## src/rtl/blink_pkg.sv

```systemverilog
// Shared constants for the blink timing stage: rate width, 12 MHz defaults
// and the prescaler width helper.
package blink_pkg;

  localparam int RATE_W        = 2;
  localparam int DEF_BASE_DIV  = 12000;
  localparam int DEF_DB_CYCLES = 120000;

  // Wide enough for the slowest period, 8*BASE_DIV cycles (count reaches P-1).
  function automatic int presc_width(input int base_div);
    return $clog2(8 * base_div);
  endfunction

endpackage

```

## src/rtl/btn_debounce.sv

```systemverilog
// Two-flop synchroniser and counting debouncer for the active-low button;
// emits a registered one-cycle press pulse on each accepted press.
module btn_debounce
  import blink_pkg::*;
#(
  parameter int DB_CYCLES = DEF_DB_CYCLES
) (
  input  logic clk,
  input  logic rst_n,
  input  logic btn_n,
  output logic press,
  output logic step
);

  localparam int CW = (DB_CYCLES > 1) ? $clog2(DB_CYCLES) : 1;

  logic          sync_q1;
  logic          sync;
  logic          stable;
  logic          stable_d;
  logic [CW-1:0] cnt;

  // High in the cycle after the accepted level falls; the rate step and the
  // registered press pulse both take effect on the edge that ends this cycle.
  assign step = stable_d & ~stable;

  always_ff @(posedge clk or negedge rst_n) begin
    if (!rst_n) begin
      sync_q1  <= 1'b1;
      sync     <= 1'b1;
      stable   <= 1'b1;
      stable_d <= 1'b1;
      cnt      <= '0;
      press    <= 1'b0;
    end else begin
      sync_q1  <= btn_n;
      sync     <= sync_q1;
      stable_d <= stable;
      press    <= step;
      if (sync == stable) begin
        cnt <= '0;
      end else if (cnt == CW'(DB_CYCLES - 1)) begin
        stable <= sync;
        cnt    <= '0;
      end else begin
        cnt <= cnt + CW'(1);
      end
    end
  end

endmodule

```

## src/rtl/blink_rate_ctrl.sv

```systemverilog
// Button-selected blink rate and tick prescaler feeding the LED counter;
// TICK period is BASE_DIV << RATE clock cycles.
module blink_rate_ctrl
  import blink_pkg::*;
#(
  parameter int BASE_DIV  = DEF_BASE_DIV,
  parameter int DB_CYCLES = DEF_DB_CYCLES,
  parameter int INIT_RATE = 0
) (
  input  logic              CLK,
  input  logic              RST_N,
  input  logic              BTN_N,
  input  logic              EN,
  output logic              TICK,
  output logic [RATE_W-1:0] RATE,
  output logic              PRESS
);

  localparam int CW = presc_width(BASE_DIV);

  logic          step;
  logic [CW-1:0] cnt;
  logic [CW-1:0] last;

  btn_debounce #(
    .DB_CYCLES(DB_CYCLES)
  ) u_debounce (
    .clk  (CLK),
    .rst_n(RST_N),
    .btn_n(BTN_N),
    .press(PRESS),
    .step (step)
  );

  assign last = CW'((BASE_DIV << RATE) - 1);

  // A rate step outranks a terminal count so the new period starts cleanly.
  always_ff @(posedge CLK or negedge RST_N) begin
    if (!RST_N) begin
      TICK <= 1'b0;
      RATE <= RATE_W'(INIT_RATE);
      cnt  <= '0;
    end else if (step) begin
      TICK <= 1'b0;
      RATE <= RATE + 1'b1;
      cnt  <= '0;
    end else if (EN) begin
      if (cnt == last) begin
        cnt  <= '0;
        TICK <= 1'b1;
      end else begin
        cnt  <= cnt + CW'(1);
        TICK <= 1'b0;
      end
    end else begin
      TICK <= 1'b0;
    end
  end

endmodule

```

## config.mk

```make
export PLATFORM = sky130hd
export DESIGN_NAME = blink_rate_ctrl
export DESIGN_NICKNAME = d
export VERILOG_FILES = /design/src/rtl/blink_pkg.sv /design/src/rtl/btn_debounce.sv /design/src/rtl/blink_rate_ctrl.sv
export SDC_FILE = /design/constraint.sdc
export NUM_CORES = 1
export LEC_CHECK = 0
export CAP_MARGIN = 20
export CORE_UTILIZATION = 51
export DETAILED_ROUTE_END_ITERATION = 6
export GPL_TIMING_DRIVEN = 0
export PLACE_DENSITY = 0.65
export SLEW_MARGIN = 20
export SYNTH_ARGS = -nofsm -noshare
export SYNTH_HDL_FRONTEND = slang
export SYNTH_SLANG_ARGS = --single-unit
```

## constraint.sdc

```tcl
create_clock -name CLK -period 2.3 [get_ports CLK]
set_clock_uncertainty 0.05 [all_clocks]
set_input_delay 0.46 -clock CLK [delete_from_list [all_inputs] [get_ports CLK]]
set_output_delay 0.46 -clock CLK [all_outputs]
set_load 0.01 [all_outputs]
```

== Yosys cells after proc, flatten, opt, wreduce, memory -nomap -nowiden ==
Cells that the tools add are included.
W data, S select, Z words.

* Add/subtract/negate cells: 4
* Multipliers: 0
* Div/mod/pow operators: 0
* $lt $le $gt $ge: 0
* Eq/ne operators: 3
* Shift-type cells: 1
* Multiplexer cells: 8
* Bitwise gates (word level): 3
* Reduce and logical (&&, ||, !) cells: 2

{| class="wikitable"
|+ Operators with widths
! kind !! number
|-
| $mux W17 || 5
|-
| $add A17 B1 Y17 const B || 2
|-
| $eq A17 B17 Y1 || 1
|-
| $eq A17 B17 Y1 const B || 1
|-
| $shl A14 B2 Y17 const A || 1
|-
| $sub A17 B2 Y17 const B || 1
|-
| $mux W1 || 3
|-
| $add A2 B1 Y2 const B || 1
|-
| $not A1 Y1 || 2
|-
| $reduce_and A2 Y1 || 1
|-
| $reduce_bool A2 Y1 || 1
|-
| $and A1 B1 Y1 || 1
|-
| $eq A1 B1 Y1 || 1
|}

* Register bits after elaboration: 42
* Latch bits: 0
* RAM bits: 0
* Bits in read-only memories: 0
* Output and inout bits: 4
* Word-level logic and storage cells: 30
* Memories kept: 0

== Depth between registers and ports, before layout ==
Gate-level depths: netlist of the first run.

* Word-level depth: 6
* Depth in mapped cells: 7
* Depth with buffers taken out: 6

== Hierarchy ==
Synthesis of the first run repeated with hierarchy kept, for this count alone.

* Cells, all modules: 221
* Area total of the unflattened synthesis: 2275.9 um^2

{| class="wikitable"
|+ Modules (own cells, without submodules)
! module !! times used !! cells each !! area each (um^2) !! seq. area each (um^2)
|-
| blink_rate_ctrl || 1 || 126 || 1243.7 || 500.5
|-
| btn_debounce || 1 || 95 || 1032.2 || 555.5
|}

== Worst setup path before layout of the first run ==
Ideal clock, no wire load.

* Path type: register to register
* Start: register RATE[0]
* End: register cnt[15]
* Library setup time: 0.142 ns
* Arrival: 1.899 ns
* Required time: 2.108 ns
* Slack: 0.209 ns
* Cell stages (with the launch flop): 8
* Path buffers: 1
* Path through: dfrtp_1 inv_1 ha_1 xnor2_1 nand4_1 nor4_4 buf_2 a211oi_1

* Word-level cells in the longest chain between the ends: 6

{| class="wikitable"
|+ Ends and longest elaborated chain
! element !! line !! text
|-
| from (decl) || blink_rate_ctrl.sv:15 || <nowiki>output logic [RATE_W-1:0] RATE,</nowiki>
|-
| from (signal assigned) || blink_rate_ctrl.sv:41 || <nowiki>RATE <= RATE_W'(INIT_RATE);</nowiki>
|-
| from (signal assigned) || blink_rate_ctrl.sv:45 || <nowiki>RATE <= RATE + 1'b1;</nowiki>
|-
| $shl A14 B2 Y17 || blink_rate_ctrl.sv:35 || <nowiki>assign last = CW'((BASE_DIV << RATE) - 1);</nowiki>
|-
| $sub A17 B2 Y17 || blink_rate_ctrl.sv:35 ||
|-
| $eq A17 B17 Y1 || blink_rate_ctrl.sv:48 || <nowiki>if (cnt == last) begin</nowiki>
|-
| $mux W17 || blink_rate_ctrl.sv:48 ||
|-
| $mux W17 || blink_rate_ctrl.sv:47 || <nowiki>end else if (EN) begin</nowiki>
|-
| $mux W17 || blink_rate_ctrl.sv:43 || <nowiki>end else if (step) begin</nowiki>
|-
| to (signal assigned) || blink_rate_ctrl.sv:52 || <nowiki>cnt <= cnt + CW'(1);</nowiki>
|-
| to (decl) || blink_rate_ctrl.sv:22 || <nowiki>logic [CW-1:0] cnt;</nowiki>
|}

Every way passes these cells. The select of a mux whose other input is x is not followed.
A chain may end at the register's enable or synchronous reset.

== Final worst setup path of the first run ==
Ends and elaborated chain as after synthesis.

==> out/results.md, run 1 <==
| Result | Value | Unit |
|---|---|---|
| Post-Place Cells | 305 | - |
| All-layer global routing usage | 22.2 | % |
| Least setup slack across all paths after layout | 227 | ps |
| Drt initial violations | 101 | - |
| Root buffer cell | sky130_fd_sc_hd__clkbuf_8 | - |
| Full die area | 4920 | um^2 |
| Clock slew at the register clock pins of the worst setup and hold paths | 90 | ps |
| Post-detailed-routing wire length | 4780 | um |
| Minimum clock period after layout | 2070 | ps |
| Synthesized cell area | 2370 | um^2 |
| Distinct cells, synth | 44 | - |
| Clock tree from TritonCTS | yes | - |
| Hold Violations, Final | 0 | - |
| Maximum ir drop on the vdd rail | 284 | uV |
| DRC errors left | 0 | - |
| Register area share after synthesis | 44.6 | % |
| Half-perimeter wire length after detailed placement | 3400 | um |
| RSZ-0062 raised after global routing | false | - |
| Launching element type of the critical path | register | - |
| Final core area utilization | 59.6 | % |
| Number of rows in the core area | 24 | - |
| Layout cells sized above 1 | 10.7 | % |
| Number of flops mapped to enable cells by yosys | 0 | - |
| Maximum number of pins on one net before global-route repair | 23 | - |
| Floorplan die height | 70.2 | um |
| Power per Cell Area | 558 | nW/um^2 |
| # H-tree levels | 2 | - |
| Max Buffers Root-to-Sink | 2 | - |
| Cts bufs inserted | 5 | - |
| Period utilisation layout | 90.1 | % |
| Number of non-filler instances in the completed layout | 314 | - |
| Starting density of the core | 53.7 | % |
| Transition time of the tightest slew-check pin | 560 | ps |
| Core area | 4410 | um^2 |
| Relative slew margins | 62.7 | % |
| Cells after synthesis | 245 | - |
| Clock Sinks | 42 | - |
| Vias in the first global route | 1,704 | - |
| Total gr overflow | 0 | - |
| Share of synthesized registers carrying an async set or reset | 100 | % |
| Ports placed on the boundary | 8 | - |
| Total iterations of the first detailed-routing run | 4 | - |
| Reported max-cap violation count | 0 | - |
| Run status | completed | - |
| Maximum fanout encountered on the critical timing path | 10 | - |
| Count of vias placed by the detailed router | 1,859 | - |
| Number of buffers added on ports | 7 | - |
| Final net count | 273 | - |
| Area growth from synthesis to layout | 10.9 | % |
| Required time at the worst-slack endpoint | 2400 | ps |
| Final cell area excluding filler cells | 2630 | um^2 |
| Global placement routability congestion | 0.806 | - |
| Count of endpoints failing setup in the final report | 0 | - |
| Top flip-flop cell by instance count after synthesis | sky130_fd_sc_hd__dfrtp_1 | - |
| Worst hold path class | input port to asynchronous set/reset pin | - |
| Antenna Violating Nets Remaining | 0 | - |
| Achievable Freq | 0.482 | GHz |
| Static power due to leakage | 1.05 | nW |
| Average wire per cell in the routed design | 15.2 | um |
| Place WS | -67.9 | ps |
| Crit. End Element | register | - |
| Area of placed instances | 2530 | um^2 |
| Clock insertion delay at the later pin of the skew report | 300 | ps |
| First-pass GRT wire length | 8540 | um |
| Arr. time, crit path | 2170 | ps |
| Vias per cell | 5.92 | - |
| Type of the worst setup path | register to register | - |
| Worst hold-check slack | 78.2 | ps |
| Max Slew Vio Count | 0 | - |
| Number of storage elements in the synthesis netlist | 42 | - |
| Post-synth net total | 257 | - |
| Number of warnings printed during yosys synthesis | 0 | - |
| Synthesized area per cell | 9.67 | um^2 |
| Initial antenna violation count | 0 | - |
| Antenna Diode Count | 0 | - |
| Chip Width | 70.2 | um |
[critical path, stage by stage, from the launching register on]
cell	delay, ps
sky130_fd_sc_hd__dfrtp_1	450
sky130_fd_sc_hd__inv_1	170
sky130_fd_sc_hd__ha_1	230
sky130_fd_sc_hd__xor2_1	170
sky130_fd_sc_hd__nand4_1	170
sky130_fd_sc_hd__nor4_4	280
sky130_fd_sc_hd__buf_2	280
sky130_fd_sc_hd__a211oi_1	110
[per-layer routing]
| layer | GRT usage (%) | routed length (um) |
|---|---|---|
| met3 | 4.33 | 180 |
| met2 | 29.9 | 1930 |
| met1 | 35.0 | 2590 |
| met4 | 8.00 | 78 |
| met5 | 0 | 0 |
[flip-flops by register name, summed over array words and instances, names as in the netlist]
signal and count:
u_debounce.cnt 17, u_debounce.press 1, cnt 17, u_debounce.stable_d 1, u_debounce.stable 1, TICK 1
u_debounce.sync 1, RATE 2, u_debounce.sync_q1 1
[area by class of cell]
cell class | count | area, um^2
fill | 400 | 1790
multi-input combinational | 181 | 1230
sequential | 42 | 1060
timing repair buffer | 9 | 100
clock buffer | 5 | 68.8
buffer | 15 | 65.1
tap | 52 | 65.1
inverter | 7 | 26.3
clock inverter | 3 | 21.3
[synth_stat cells, drive strengths merged, types with 7 or more instances]
| library cell | count | share of area [%] |
|---|---|---|
| nand4 | 16 | 4.2 |
| nor4 | 7 | 2.5 |
| xnor2 | 11 | 4.1 |
| nand3 | 12 | 2.7 |
| clkbuf | 8 | 1.3 |
| ha | 8 | 4.2 |
| buf | 7 | 1.5 |
| xor2 | 11 | 4.1 |
| nand2 | 20 | 3.2 |
| dfrtp | 38 | 40 |
| o21ai | 13 | 2.7 |
| nor2 | 18 | 2.9 |
| inv | 7 | 1.1 |
[logic make-up after synthesis]
logic type / synth area share [%]
compound gates: 12.4
xor+xnor: 8.13
fa+ha+maj: 4.22
buf+inv: 3.85
flops: 44.6
mux: 3.01
simple gates: 23.9
[power breakdown]
group          internal, W  leakage, nW  switching (W)
combinational    0.0000630        0.457      0.0000954
sequential        0.000780        0.552      0.0000452
clock             0.000213       0.0441       0.000269
[through the flow]
stage,TNS (ps),power [W]
floorplan,0,0.000939
CTS,0,0.00149
global placement,-14550,0.000989
finish,0,0.00147
detailed placement,-474,0.000997
global route,0,0.00155
[final timing paths]
path                                            to  slack (ps)          startpoint  cells after the start
worst max-delay path                       cnt[15]         230             RATE[0]                      7
worst min-delay path            u_debounce.cnt[10]          80               RST_N                      1
worst max register to register             cnt[15]         230             RATE[0]                      7
worst min register to register     u_debounce.sync         310  u_debounce.sync_q1                      0
max in group asynchronous                  cnt[10]        1640               RST_N                      2
min in group CLK                   u_debounce.sync         310  u_debounce.sync_q1                      0
[timing repair]
| item | in CTS | in global routing |
|---|---|---|
| gates resized for setup | 0 | 1 |
| hold buffers | 0 | 0 |
| setup buffers | 1 | 0 |
| pin swaps | 1 | 0 |
| endpoints found under the setup margin | 10 | 10 |
[cell usage in the layout, fill, tap and decap left out, types with 4 or more instances in the layout]
master	synthesis	layout
sky130_fd_sc_hd__nor2_1	18	18
sky130_fd_sc_hd__inv_1	6	6
sky130_fd_sc_hd__dfstp_2	4	4
sky130_fd_sc_hd__or3_1	5	5
sky130_fd_sc_hd__buf_2	7	8
sky130_fd_sc_hd__nand2_1	20	20
sky130_fd_sc_hd__ha_1	8	8
sky130_fd_sc_hd__xor2_1	11	11
sky130_fd_sc_hd__a21oi_1	6	6
sky130_fd_sc_hd__clkdlybuf4s50_1	0	6
sky130_fd_sc_hd__clkbuf_1	8	8
sky130_fd_sc_hd__xnor2_1	11	11
sky130_fd_sc_hd__dfrtp_1	38	38
sky130_fd_sc_hd__nand3_1	11	11
sky130_fd_sc_hd__nor4_1	6	6
sky130_fd_sc_hd__nand4_1	16	16
sky130_fd_sc_hd__o21ai_0	7	7
sky130_fd_sc_hd__o21ai_1	6	5
sky130_fd_sc_hd__mux2i_1	6	6
sky130_fd_sc_hd__or4_1	6	6
sky130_fd_sc_hd__clkbuf_8	0	5
sky130_fd_sc_hd__o31ai_1	6	6
sky130_fd_sc_hd__a211oi_1	6	6
Power figures use the tool's default switching activity.
==> inputs of run 2 (changes only) <==
--- a/config.mk
+++ b/config.mk
@@ -6,10 +6,10 @@
 export NUM_CORES = 1
 export LEC_CHECK = 0
 export CAP_MARGIN = 20
-export CORE_UTILIZATION = 51
+export CORE_UTILIZATION = 55
 export DETAILED_ROUTE_END_ITERATION = 6
 export GPL_TIMING_DRIVEN = 0
-export PLACE_DENSITY = 0.65
+export PLACE_DENSITY = 0.7
 export SLEW_MARGIN = 20
 export SYNTH_ARGS = -nofsm -noshare
 export SYNTH_HDL_FRONTEND = slang
==> run 2 against run 1 <==
  * Cell area rose by 1.6%
  * Non-clock buffer count did not move
  * First-iteration DRC count is 29% higher
  * Sequential share of layout area down 0.64 points
  * Largest cell class unchanged
  * Sequential power about the same
  * Critical path depth is the same
  * Flip-flop and latch count unchanged
  * Global-route usage rose by 2.4 points
  * Register-to-register slack about the same
  * Routed wire length is 1.3% higher
  * Setup slack improved by 1.5 ps
  * Total power rose by 16%
==> out/results.md, run 2 (same netlist as run 1, synthesis figures left out) <==
| Result | Value | Unit |
|---|---|---|
| Run status | completed | - |
| Period utilisation layout | 90.1 | % |
| Most common cell after layout, fill and taps aside | sky130_fd_sc_hd__dfrtp_1 | - |
| Ports placed on the boundary | 8 | - |
| Cts bufs inserted | 5 | - |
| Most used cells in the layout excluding fill and tap cells | 38 x sky130_fd_sc_hd__dfrtp_1, 20 x sky130_fd_sc_hd__nand2_1, 18 x sky130_fd_sc_hd__nor2_1 | - |
| Place WS | -59.0 | ps |
| Crit. End Element | register | - |
| Initial antenna violation count | 0 | - |
| Half-perimeter wire length after detailed placement | 3340 | um |
| Number of non-filler instances in the completed layout | 312 | - |
| All-layer global routing usage | 24.6 | % |
| Routed met3 length | 124 | um |
| Relative slew margins | 61.1 | % |
| Post-detailed-routing wire length | 4840 | um |
| Least setup slack across all paths after layout | 228 | ps |
| Static power due to leakage | 1.08 | nW |
| Starting density of the core | 58.4 | % |
| Area growth from synthesis to layout | 12.7 | % |
| Biggest regs | cnt x17, u_debounce.cnt x17, RATE x2 | - |
| Clock tree from TritonCTS | yes | - |
| Global placement routability congestion | 0.817 | - |
| DRC errors left | 0 | - |
| # H-tree levels | 2 | - |
| Number of buffers inserted for hold repair after clock tree synthesis | 0 | - |
| Vias in the first global route | 1,752 | - |
| Total iterations of the first detailed-routing run | 4 | - |
| Average wire per cell in the routed design | 15.5 | um |
| Cell family contributing the most delay on the critical path | simple AND/OR/NAND/NOR gates | - |
| Max Slew Vio Count | 0 | - |
| Max Buffers Root-to-Sink | 2 | - |
| Root buffer cell | sky130_fd_sc_hd__clkbuf_8 | - |
| Arr. time, crit path | 2170 | ps |
| Final net count | 273 | - |
| Worst-path cell chain | inv_1 -> ha_1 -> nor4b_1 -> a31oi_1 -> nor4_4 -> buf_2 -> a211oi_1 | - |
| Achievable Freq | 0.483 | GHz |
| Drt initial violations | 130 | - |
| Layout cells sized above 1 | 10.7 | % |
| Clock slew at the register clock pins of the worst setup and hold paths | 80 | ps |
| Vias per cell | 6.06 | - |
| Wire length the detailed router placed on met1 | 2570 | um |
| Antenna Violating Nets Remaining | 0 | - |
| Full die area | 4580 | um^2 |
| Final-layout fill cell count | 345 | - |
| Reg2Reg Setup Slack | 230 | ps |
| Final cell area excluding filler cells | 2670 | um^2 |
| Crit-path slowest cell | sky130_fd_sc_hd__dfrtp_1 | - |
| Chip Width | 67.6 | um |
| Post-Place Cells | 303 | - |
| Maximum number of pins on one net before global-route repair | 25 | - |
| Number of buffers added on ports | 7 | - |
| Clock insertion delay at the later pin of the skew report | 290 | ps |
| RSZ-0062 raised after global routing | false | - |
| Seq. cell area | 1060 | um^2 |
| Power per Cell Area | 638 | nW/um^2 |
| First-pass GRT wire length | 8320 | um |
| Highest layer used for signal routing | met4 | - |
| Number of rows in the core area | 23 | - |
| Area of placed instances | 2520 | um^2 |
| Type of the worst setup path | register to register | - |
| Clock Sinks | 42 | - |
| Count of vias placed by the detailed router | 1,890 | - |
| Antenna Diode Count | 0 | - |
| Launching element type of the critical path | register | - |
| Worst stage delay on the critical path | 460 | ps |
| Count of endpoints failing setup in the final report | 0 | - |
| Hold Violations, Final | 0 | - |
| Maximum fanout encountered on the critical timing path | 10 | - |
| Floorplan die height | 67.6 | um |
| Core area | 4060 | um^2 |
| Count of buffer and inverter cells on the critical path | 2 | - |
| Multi-input logic area | 1230 | um^2 |
| Minimum clock period after layout | 2070 | ps |
| Required time at the worst-slack endpoint | 2400 | ps |
| Transition time of the tightest slew-check pin | 583 | ps |
| Met2 WL | 2090 | um |
| Worst hold path class | input port to asynchronous set/reset pin | - |
| Maximum ir drop on the vdd rail | 598 | uV |
| Reported max-cap violation count | 0 | - |
| Total gr overflow | 0 | - |
[run 2: worst paths after layout]
check,to,cells after the start,startpoint
worst min register to register,u_debounce.sync,0,u_debounce.sync_q1
worst max register to register,cnt[5],7,RATE[1]
min in group CLK,u_debounce.sync,0,u_debounce.sync_q1
max in group asynchronous,u_debounce.stable_d,2,RST_N
worst max-delay path,cnt[5],7,RATE[1]
worst min-delay path,u_debounce.cnt[13],1,RST_N
[run 2: metal layers]
layer	track usage [%]	vias to the layer above
li1	-	938
met1	36.7	920
met2	35.9	25
met3	4.05	7
met4	7.98	0
met5	0	-
[run 2: stage by stage]
stage	setup TNS (ps)	utilization (%)	hold WS, ps	total power (W)
after global placement	-15270	61.7	296	0.000989
after CTS	0	65.7	55.4	0.00171
after floorplan	0	-	114	0.000939
after global routing	0	65.8	83.0	0.00178
final	0	65.8	38.6	0.00170
after detailed placement	-396	62.0	298	0.000993
[run 2: worst register-to-register path, delay by kind of cell, from the launching register on]
kind,cells,cell delay (ps)
DFF,1,460
AOI/OAI and AO/OA,2,220
adders and majority gates,1,190
buffers and inverters,2,400
and+or+nand+nor,2,600
[run 2: where the power goes]
| part | internal [W] | switching [W] |
|---|---|---|
| registers | 0.000780 | 0.0000426 |
| logic | 0.0000620 | 0.0000988 |
| clock network | 0.000463 | 0.000257 |
[run 2: final cells by class]
class | count | area share [%]
buffer | 15 | 2.44
clock buffer | 6 | 3.09
clock inverter | 2 | 2.25
inverter | 7 | 0.984
multi-input combinational | 181 | 45.9
sequential | 42 | 39.5
tap | 50 | 2.34
timing repair buffer | 9 | 3.47
[run 2: timing repair]
| action | 4_1_cts | 5_1_grt |
|---|---|---|
| pin swaps | 1 | 0 |
| buffers inserted | 1 | 0 |
| gates cloned | 0 | 0 |
| gates resized for setup | 0 | 1 |
| endpoints found under the setup margin | 10 | 10 |
